===== src/rtl/mips_pkg.sv =====
// Shared definitions for the multi-cycle MIPS controller: opcodes, FSM states
// and the encodings of the ALU, ALU-B and PC-source selects.
package mips_pkg;

  localparam logic [5:0] OP_RTYPE = 6'b000000;
  localparam logic [5:0] OP_ADDI  = 6'b001000;
  localparam logic [5:0] OP_LW    = 6'b100011;
  localparam logic [5:0] OP_SW    = 6'b101011;
  localparam logic [5:0] OP_BEQ   = 6'b000100;
  localparam logic [5:0] OP_J     = 6'b000010;

  localparam logic [1:0] ALUOP_ADD   = 2'b00;
  localparam logic [1:0] ALUOP_SUB   = 2'b01;
  localparam logic [1:0] ALUOP_FUNCT = 2'b10;

  localparam logic [1:0] SRCB_B       = 2'b00;
  localparam logic [1:0] SRCB_FOUR    = 2'b01;
  localparam logic [1:0] SRCB_IMM     = 2'b10;
  localparam logic [1:0] SRCB_IMM_SH2 = 2'b11;

  localparam logic [1:0] PCSRC_ALU    = 2'b00;
  localparam logic [1:0] PCSRC_ALUOUT = 2'b01;
  localparam logic [1:0] PCSRC_JUMP   = 2'b10;

  typedef enum logic [3:0] {
    S_IDLE      = 4'd0,
    S_FETCH     = 4'd1,
    S_DECODE    = 4'd2,
    S_MEMADR    = 4'd3,
    S_MEMREAD   = 4'd4,
    S_MEMWB     = 4'd5,
    S_MEMWRITE  = 4'd6,
    S_EXEC      = 4'd7,
    S_ALUWB     = 4'd8,
    S_ADDI_EXEC = 4'd9,
    S_ADDI_WB   = 4'd10,
    S_BRANCH    = 4'd11,
    S_JUMP      = 4'd12
  } ctrl_state_t;

endpackage


===== src/rtl/mips_multicycle_ctrl.sv =====
// Moore FSM sequencing a shared-ALU/shared-memory multi-cycle MIPS datapath.
// Define MIPS_CTRL_PERF_EN to add cycle and retired-instruction counters.
module mips_multicycle_ctrl
  import mips_pkg::*;
#(
  parameter int CNT_WIDTH = 32
) (
  input  logic       clk,
  input  logic       rst,
  input  logic [5:0] opcode,
  input  logic       zero,
  input  logic       mem_ready,
  output logic       pcwrite,
  output logic       pcwritecond,
  output logic       iord,
  output logic       memread,
  output logic       memwrite,
  output logic       irwrite,
  output logic       memtoreg,
  output logic       regdest,
  output logic       regwrite,
  output logic       alusrca,
  output logic [1:0] alusrcb,
  output logic [1:0] aluop,
  output logic [1:0] pcsource,
  output logic       illegal
`ifdef MIPS_CTRL_PERF_EN
  ,
  output logic [CNT_WIDTH-1:0] cycle_cnt,
  output logic [CNT_WIDTH-1:0] instret_cnt
`endif
);

  ctrl_state_t state_q, state_d;

  // zero is qualified in the datapath via pcwritecond
  logic unused_zero;
  assign unused_zero = zero;

  always_ff @(posedge clk or posedge rst) begin
    if (rst) state_q <= S_IDLE;
    else     state_q <= state_d;
  end

  always_comb begin
    state_d     = state_q;
    pcwrite     = 1'b0;
    pcwritecond = 1'b0;
    iord        = 1'b0;
    memread     = 1'b0;
    memwrite    = 1'b0;
    irwrite     = 1'b0;
    memtoreg    = 1'b0;
    regdest     = 1'b0;
    regwrite    = 1'b0;
    alusrca     = 1'b0;
    alusrcb     = SRCB_B;
    aluop       = ALUOP_ADD;
    pcsource    = PCSRC_ALU;
    illegal     = 1'b0;
    case (state_q)
      S_IDLE: state_d = S_FETCH;
      S_FETCH: begin
        memread = 1'b1;
        alusrcb = SRCB_FOUR;
        irwrite = mem_ready;
        pcwrite = mem_ready;
        if (mem_ready) state_d = S_DECODE;
      end
      S_DECODE: begin
        alusrcb = SRCB_IMM_SH2;
        case (opcode)
          OP_RTYPE:     state_d = S_EXEC;
          OP_ADDI:      state_d = S_ADDI_EXEC;
          OP_LW, OP_SW: state_d = S_MEMADR;
          OP_BEQ:       state_d = S_BRANCH;
          OP_J:         state_d = S_JUMP;
          default: begin
            illegal = 1'b1;
            state_d = S_FETCH;
          end
        endcase
      end
      S_MEMADR: begin
        alusrca = 1'b1;
        alusrcb = SRCB_IMM;
        if (opcode == OP_LW)      state_d = S_MEMREAD;
        else if (opcode == OP_SW) state_d = S_MEMWRITE;
        else                      state_d = S_FETCH;
      end
      S_MEMREAD: begin
        memread = 1'b1;
        iord    = 1'b1;
        if (mem_ready) state_d = S_MEMWB;
      end
      S_MEMWB: begin
        regwrite = 1'b1;
        memtoreg = 1'b1;
        state_d  = S_FETCH;
      end
      S_MEMWRITE: begin
        memwrite = 1'b1;
        iord     = 1'b1;
        if (mem_ready) state_d = S_FETCH;
      end
      S_EXEC: begin
        alusrca = 1'b1;
        aluop   = ALUOP_FUNCT;
        state_d = S_ALUWB;
      end
      S_ALUWB: begin
        regwrite = 1'b1;
        regdest  = 1'b1;
        state_d  = S_FETCH;
      end
      S_ADDI_EXEC: begin
        alusrca = 1'b1;
        alusrcb = SRCB_IMM;
        state_d = S_ADDI_WB;
      end
      S_ADDI_WB: begin
        regwrite = 1'b1;
        state_d  = S_FETCH;
      end
      S_BRANCH: begin
        alusrca     = 1'b1;
        aluop       = ALUOP_SUB;
        pcwritecond = 1'b1;
        pcsource    = PCSRC_ALUOUT;
        state_d     = S_FETCH;
      end
      S_JUMP: begin
        pcwrite  = 1'b1;
        pcsource = PCSRC_JUMP;
        state_d  = S_FETCH;
      end
      default: state_d = S_FETCH;
    endcase
  end

`ifdef MIPS_CTRL_PERF_EN
  localparam logic [CNT_WIDTH-1:0] CNT_ONE = {{(CNT_WIDTH-1){1'b0}}, 1'b1};

  logic [CNT_WIDTH-1:0] cycle_cnt_q, cycle_cnt_d;
  logic [CNT_WIDTH-1:0] instret_cnt_q, instret_cnt_d;
  logic                 retire;

  // An instruction retires when a terminal state hands back to FETCH;
  // illegal opcodes leave from DECODE and so are never counted.
  always_comb begin
    retire = 1'b0;
    if (state_d == S_FETCH) begin
      case (state_q)
        S_MEMWB, S_MEMWRITE, S_ALUWB, S_ADDI_WB, S_BRANCH, S_JUMP: retire = 1'b1;
        default: retire = 1'b0;
      endcase
    end
    cycle_cnt_d   = cycle_cnt_q;
    instret_cnt_d = instret_cnt_q;
    if (state_q != S_IDLE) cycle_cnt_d = cycle_cnt_q + CNT_ONE;
    if (retire)            instret_cnt_d = instret_cnt_q + CNT_ONE;
  end

  always_ff @(posedge clk or posedge rst) begin
    if (rst) begin
      cycle_cnt_q   <= '0;
      instret_cnt_q <= '0;
    end else begin
      cycle_cnt_q   <= cycle_cnt_d;
      instret_cnt_q <= instret_cnt_d;
    end
  end

  assign cycle_cnt   = cycle_cnt_q;
  assign instret_cnt = instret_cnt_q;
`else
  localparam int unused_cnt_w = CNT_WIDTH;
`endif

endmodule


===== config.mk =====
export PLATFORM = sky130hd
export DESIGN_NAME = mips_multicycle_ctrl
export DESIGN_NICKNAME = d
export VERILOG_FILES = /design/src/rtl/mips_pkg.sv /design/src/rtl/mips_multicycle_ctrl.sv
export SDC_FILE = /design/constraint.sdc
export NUM_CORES = 1
export LEC_CHECK = 0
export ABC_AREA = 1
export CAP_MARGIN = 5
export CORE_MARGIN = 2
export CORE_UTILIZATION = 36
export DETAILED_ROUTE_END_ITERATION = 6
export PLACE_DENSITY = 0.8
export SLEW_MARGIN = 20
export SYNTH_ARGS = -nofsm -noshare
export SYNTH_HDL_FRONTEND = slang
export SYNTH_SLANG_ARGS = --single-unit
export TNS_END_PERCENT = 20

===== constraint.sdc =====
create_clock -name clk -period 3 [get_ports clk]
set_clock_uncertainty 0.05 [all_clocks]
set_input_delay 0.6 -clock clk [delete_from_list [all_inputs] [get_ports clk]]
set_output_delay 0.6 -clock clk [all_outputs]
set_load 0.01 [all_outputs]

==> results_dict.tcl, run 1 <==
set metrics [dict create \
    outcome "complete, no violations" \
    syn_nets 106 \
    setup_viol 0 \
    cts_resized 0 \
    drive_gt1_frac 0.180 \
    placementRows 13 \
    grt_start_max_net_pins 9 \
    ctsRootBufferMaster "clkbuf_4" \
    slew_headroom 0.831 \
    dp_cells 134 \
    wl_per_cell_um 10.1 \
    numClockSinks 4 \
    p_seq_frac 0.176 \
    hold_class "in2async" \
    cts_hold_buf 0 \
    grtUsageTotal 0.173 \
    ant_nets 0 \
    syn_inst 96 \
    gp_congestion 0.852 \
    cp-start-kind "input port" \
    r2r-start "state_q[2]" \
    reg_top3 "state_q x4" \
    drt_wl_total_mm 1.38 \
    post_cts.repair.setup_buffers 0 \
    start_util 0.398 \
    regArea_um2 100 \
    path_max_fanout 4 \
    rsz0062_at_grt "no" \
    power_leakage_nw 0.422 \
    clk_path_buf_depth 2 \
    clk_pin_slew_ns 0.04 \
    dp_hpwl_mm 1.16 \
    synthSimpleGateAreaFrac 0.573 \
    crit_type "in2out" \
    max_cap_violations 0 \
    antenna_cells 0 \
    synth_area_leaders "dfrtp_1, nand2_1, inv_1" \
    largest_register_ffs 4 \
    cts_max_level 1 \
    port_buffers 25 \
    slew_violations 0 \
    yosysSeqAreaShare 0.186 \
    fillCellCount 132 \
    swShare 0.448 \
    route.detailed.drc 0 \
    gr-total-overflow 0 \
    multi_input_area_um2 350 \
    p_sw_mw 0.229 \
    fp.coreArea_um2 1350 \
    largest_register "state_q" \
    yosysUniqueCellTypes 19 \
    vias_per_cell 4.80 \
    finalCritPeriodShare 0.946 \
    reg2reg_slack_ns 1.70 \
    cts_made_buffers 3 \
    peakVddDrop_uv 351 \
    power_frac_clock 0.123 \
    ys.warnings.count 0 \
    dieArea_um2 1820 \
    cts_tree "done" \
    reg2regPathDepth 8 \
    grt_first_pass_wirelength_mm 2.45 \
    synth_top_family_by_area "simple AND/OR/NAND/NOR gates" \
    yosys.area.top_type "dfrtp_1" \
    fmax_ghz 0.352 \
    crit_arrival_ns 2.19 \
    post-synth-top-area-fraction 0.186 \
    synth_area_um2 537 \
    clock_latency_ns 0.23 \
    period_needed_ns 2.84 \
    hold_viol_final 0 \
    firstDrtPassIters 5 \
    fin_nets 134 \
    synthAdderAreaFrac 0 \
    worst_setup_path_end_kind "primary output" \
    ys_ff_latch 4 \
    antenna_found_initial 0 \
    power_density_nw_per_um2 628 \
    syn_area_per_cell_um2 5.59 \
    die_w_um 42.6 \
    drt_iter0_drc 13 \
    tns_ns 0 \
    internal-power_mw 0.282 \
    synth_xor_area_frac 0 \
    tightest_slew_ns 0.252 \
    grt_pass1_vias 604 \
    syn_to_final_growth_pct 51.5 \
    die_y_um 42.6 \
    synth-compound-area-share 0.0793 \
    pin_count 27 \
    via_count 657 \
    cp.required_ns 2.35 \
    fin_cells 137 \
    r2r_end "state_q[0]" \
    comb_power_share 0.701 \
    synth_mux_area_frac 0 \
]
==> synthesized netlist by cell type, drive strengths merged <==
cell type   n
nand3       9
buf         2
dfrtp       4
nor4        1
a31oi       1
nand4       3
nor3        2
o21ai       4
or2         1
o22ai       2
inv        19
nor2       18
nand2      30
==> layout by cell type, fill, tap and decap left out <==
master and n:
nor4_2 1, nand4_1 3, nand2_2 4, o21ai_0 3
nand2_1 26, inv_1 13, nor3_1 2, nand3_2 1
o22ai_1 2, inv_2 6, or2_1 1, nor2_2 5
nand3_1 8, clkbuf_4 3, nor2_1 12, dfrtp_1 4
a31oi_1 1, o21ai_2 1, clkdlybuf4s50_1 25, nor2_4 1
==> power by group through the flow <==
stage | registers, mW | clock network [mW] | logic (mW)
detailed placement | 0.0900 | 0 | 0.359
floorplan | 0.0854 | 0 | 0.221
CTS | 0.0895 | 0.0662 | 0.360
finish | 0.0896 | 0.0629 | 0.358
global route | 0.0924 | 0.0705 | 0.399
global placement | 0.0894 | 0 | 0.356
==> worst max path at each step <==
stage,from,endpoint,slack [ns],depth (start not counted)
2_1_floorplan,state_q[2],illegal,1.23,5
3_3_place_gp,opcode[2],illegal,0.20,6
3_5_place_dp,opcode[2],illegal,0.18,6
4_1_cts,opcode[2],illegal,0.17,6
5_1_grt,opcode[2],illegal,0.08,6
6_report,opcode[2],illegal,0.16,6
==> worst max-delay path, stage by stage <==
cell and delay, ns:
clkdlybuf4s50_1 0.51, inv_1 0.10, nand3_1 0.08, nor2_1 0.08, nor4_2 0.24, clkdlybuf4s50_1 0.58
==> routing by layer <==
layer | share of wire | global-route usage
met5 | 0 | 0
met4 | 0 | 0.0563
met3 | 0.038 | 0.0388
met2 | 0.48 | 0.283
met1 | 0.48 | 0.224
==> kinds of logic after synthesis <==
| kind of cell | count (synthesis) |
|---|---|
| and+or+nand+nor | 64 |
| AOI/OAI and AO/OA | 7 |
| DFF | 4 |
| buffers and inverters | 21 |
==> area by class of cell <==
cell class | count | area share
multi-input combinational | 71 | 0.431
timing repair buffer | 25 | 0.308
sequential | 4 | 0.123
inverter | 19 | 0.0877
clock buffer | 3 | 0.0277
tap | 15 | 0.0231
==> through the flow <==
step / utilization / setup slack [ns] / power (mW) / area, um^2 / hold WS (ns)
after floorplan: - / 1.23 / 0.307 / 537 / 0.316
after global placement: 0.586 / 0.199 / 0.446 / 791 / 0.497
after detailed placement: 0.586 / 0.178 / 0.449 / 791 / 0.497
after CTS: 0.602 / 0.168 / 0.516 / 813 / 0.501
after global routing: 0.602 / 0.0799 / 0.562 / 813 / 0.525
final: 0.602 / 0.161 / 0.510 / 813 / 0.504
Power figures use the tool's default switching activity.
==> inputs of run 2 (changes only) <==
--- a/config.mk
+++ b/config.mk
@@ -7,7 +7,7 @@
 export LEC_CHECK = 0
 export ABC_AREA = 1
 export CAP_MARGIN = 5
-export CORE_MARGIN = 2
+export CORE_MARGIN = 3
 export CORE_UTILIZATION = 36
 export DETAILED_ROUTE_END_ITERATION = 6
 export PLACE_DENSITY = 0.8
==> constraint.sdc (replaced) <==
create_clock -name clk -period 3.11 [get_ports clk]
set_clock_uncertainty 0.05 [all_clocks]
set_input_delay 0.622 -clock clk [delete_from_list [all_inputs] [get_ports clk]]
set_output_delay 0.622 -clock clk [all_outputs]
set_load 0.01 [all_outputs]
==> run 2 against run 1 <==
Net effect:
- non-clock buffer count stayed put
- critical path depth unchanged
- first-iteration DRC count rose by 100%
- power shrank 3.6%
- hold slack better by 0.0066 ns
- setup slack improved by 0.10 ns
- wire length down 1.3%
- count of clock-buffer cells in the layout did not move
- final cell count is the same
- critical endpoint unchanged
==> results_dict.tcl, run 2 (synthesis results as in run 1) <==
set metrics [dict create \
    outcome "complete, no violations" \
    slew_headroom 0.805 \
    fillCellCount 132 \
    reg2reg_slack_ns 1.83 \
    gr-total-overflow 0 \
    pin_count 27 \
    cts_made_buffers 3 \
    crit_path_frequent_cell "clkdlybuf4s50_1" \
    fmax_ghz 0.351 \
    power_leakage_nw 0.422 \
    p_total_mw 0.492 \
    internal-power_mw 0.272 \
    port_buffers 25 \
    tightest_slew_ns 0.291 \
    cts_tree "done" \
    cp-start-kind "input port" \
    comb_power_share 0.699 \
    drive_gt1_frac 0.180 \
    grtUsageTotal 0.148 \
    multi_input_area_um2 350 \
    holdWs_ns 0.510 \
    drt_iter0_drc 26 \
    regArea_um2 100 \
    dp_hpwl_mm 1.19 \
    worst_setup_path_end_kind "primary output" \
    ant_nets 0 \
    cts_max_level 1 \
    antenna_found_initial 0 \
    power_density_nw_per_um2 605 \
    slew_violations 0 \
    fin_nets 134 \
    wl_per_cell_um 9.95 \
    reg_top3 "state_q x4" \
    placementRows 13 \
    cp.required_ns 2.44 \
    final_cell_mix "nand2_1, clkdlybuf4s50_1, inv_1" \
    grt_pass1_vias 560 \
    grt_start_max_net_pins 9 \
    largest_register_ffs 4 \
    gp_congestion 0.827 \
    die_w_um 44.6 \
    finalCritPeriodShare 0.916 \
    slowest_delay_ns 0.57 \
    clk_path_buf_depth 2 \
    rsz0062_at_grt "no" \
    firstDrtPassIters 5 \
    max_cap_violations 0 \
    ctsRootBufferMaster "clkbuf_4" \
    dieArea_um2 1990 \
    peakVddDrop_uv 365 \
    vias_per_cell 5.01 \
    swShare 0.448 \
    cts_hold_buf 0 \
    crit_slowest_cell "clkdlybuf4s50_1" \
    p_sw_mw 0.220 \
    die_y_um 44.6 \
    post_cts.repair.setup_buffers 0 \
    syn_to_final_growth_pct 51.5 \
    power_frac_clock 0.125 \
    crit_arrival_ns 2.18 \
    crit_type "in2out" \
    route.detailed.drc 0 \
    clock_latency_ns 0.23 \
    crit_path_cell_trace "clkdlybuf4s50_1 -> inv_1 -> nand3_1 -> nor2_1 -> nor4_2 -> clkdlybuf4s50_1" \
    via_count 686 \
    period_needed_ns 2.85 \
    tns_ns 0 \
    cts_resized 0 \
    antenna_cells 0 \
    fp.coreArea_um2 1350 \
    setup_viol 0 \
    grt_first_pass_wirelength_mm 2.20 \
    hold_viol_final 0 \
    drt_wl_total_mm 1.36 \
    start_util 0.398 \
    final_common_cell "nand2_1" \
    numClockSinks 4 \
    path_max_fanout 4 \
    clk_pin_slew_ns 0.04 \
    hold_class "reg2reg" \
    p_seq_frac 0.175 \
    largest_register "state_q" \
]
-- run 2: cell counts in the layout (fill, tap and decap cells not counted) --
No cell type changed its count.
-- run 2: final cells by class --
cell class | instances | share of cell area
inverter | 19 | 0.0877
sequential | 4 | 0.123
timing repair buffer | 25 | 0.308
clock buffer | 3 | 0.0277
tap | 15 | 0.0231
multi-input combinational | 71 | 0.431
-- run 2: critical path: cells and delay by family --
kind | cells | cell delay, ns
buffers and inverters | 3 | 1.17
and+or+nand+nor | 3 | 0.37
-- run 2: final timing paths --
kind	end	cells past startpoint	start
setup / recovery	illegal	6	opcode[2]
hold / removal	state_q[2]	2	state_q[2]
setup reg to reg	state_q[0]	9	state_q[0]
hold reg to reg	state_q[2]	2	state_q[2]
max in group asynchronous	state_q[3]	2	rst
min in group asynchronous	state_q[2]	2	rst
-- run 2: metrics by stage --
step	std cells	util	cell area [um^2]	worst slack (ns)
2_1_floorplan	96	-	537	1.31
3_3_place_gp	134	0.586	791	0.270
3_5_place_dp	134	0.586	791	0.230
4_1_cts	137	0.602	813	0.245
5_1_grt	137	0.602	813	0.170
6_report	137	0.602	813	0.261
-- run 2: power groups by stage --
stage | Combinational [mW] | Sequential [mW] | Clock (mW)
after detailed placement | 0.345 | 0.0862 | 0
after global routing | 0.384 | 0.0895 | 0.0738
after global placement | 0.344 | 0.0861 | 0
after CTS | 0.346 | 0.0857 | 0.0642
after floorplan | 0.213 | 0.0824 | 0
final | 0.344 | 0.0862 | 0.0617
-- run 2: routing by layer --
layer,part of all wire,vias up,global-route usage
met5,0,-,0
met4,0,0,0.0723
met3,0.053,0,0.0366
met2,0.49,21,0.235
met1,0.46,307,0.185
li1,-,358,-
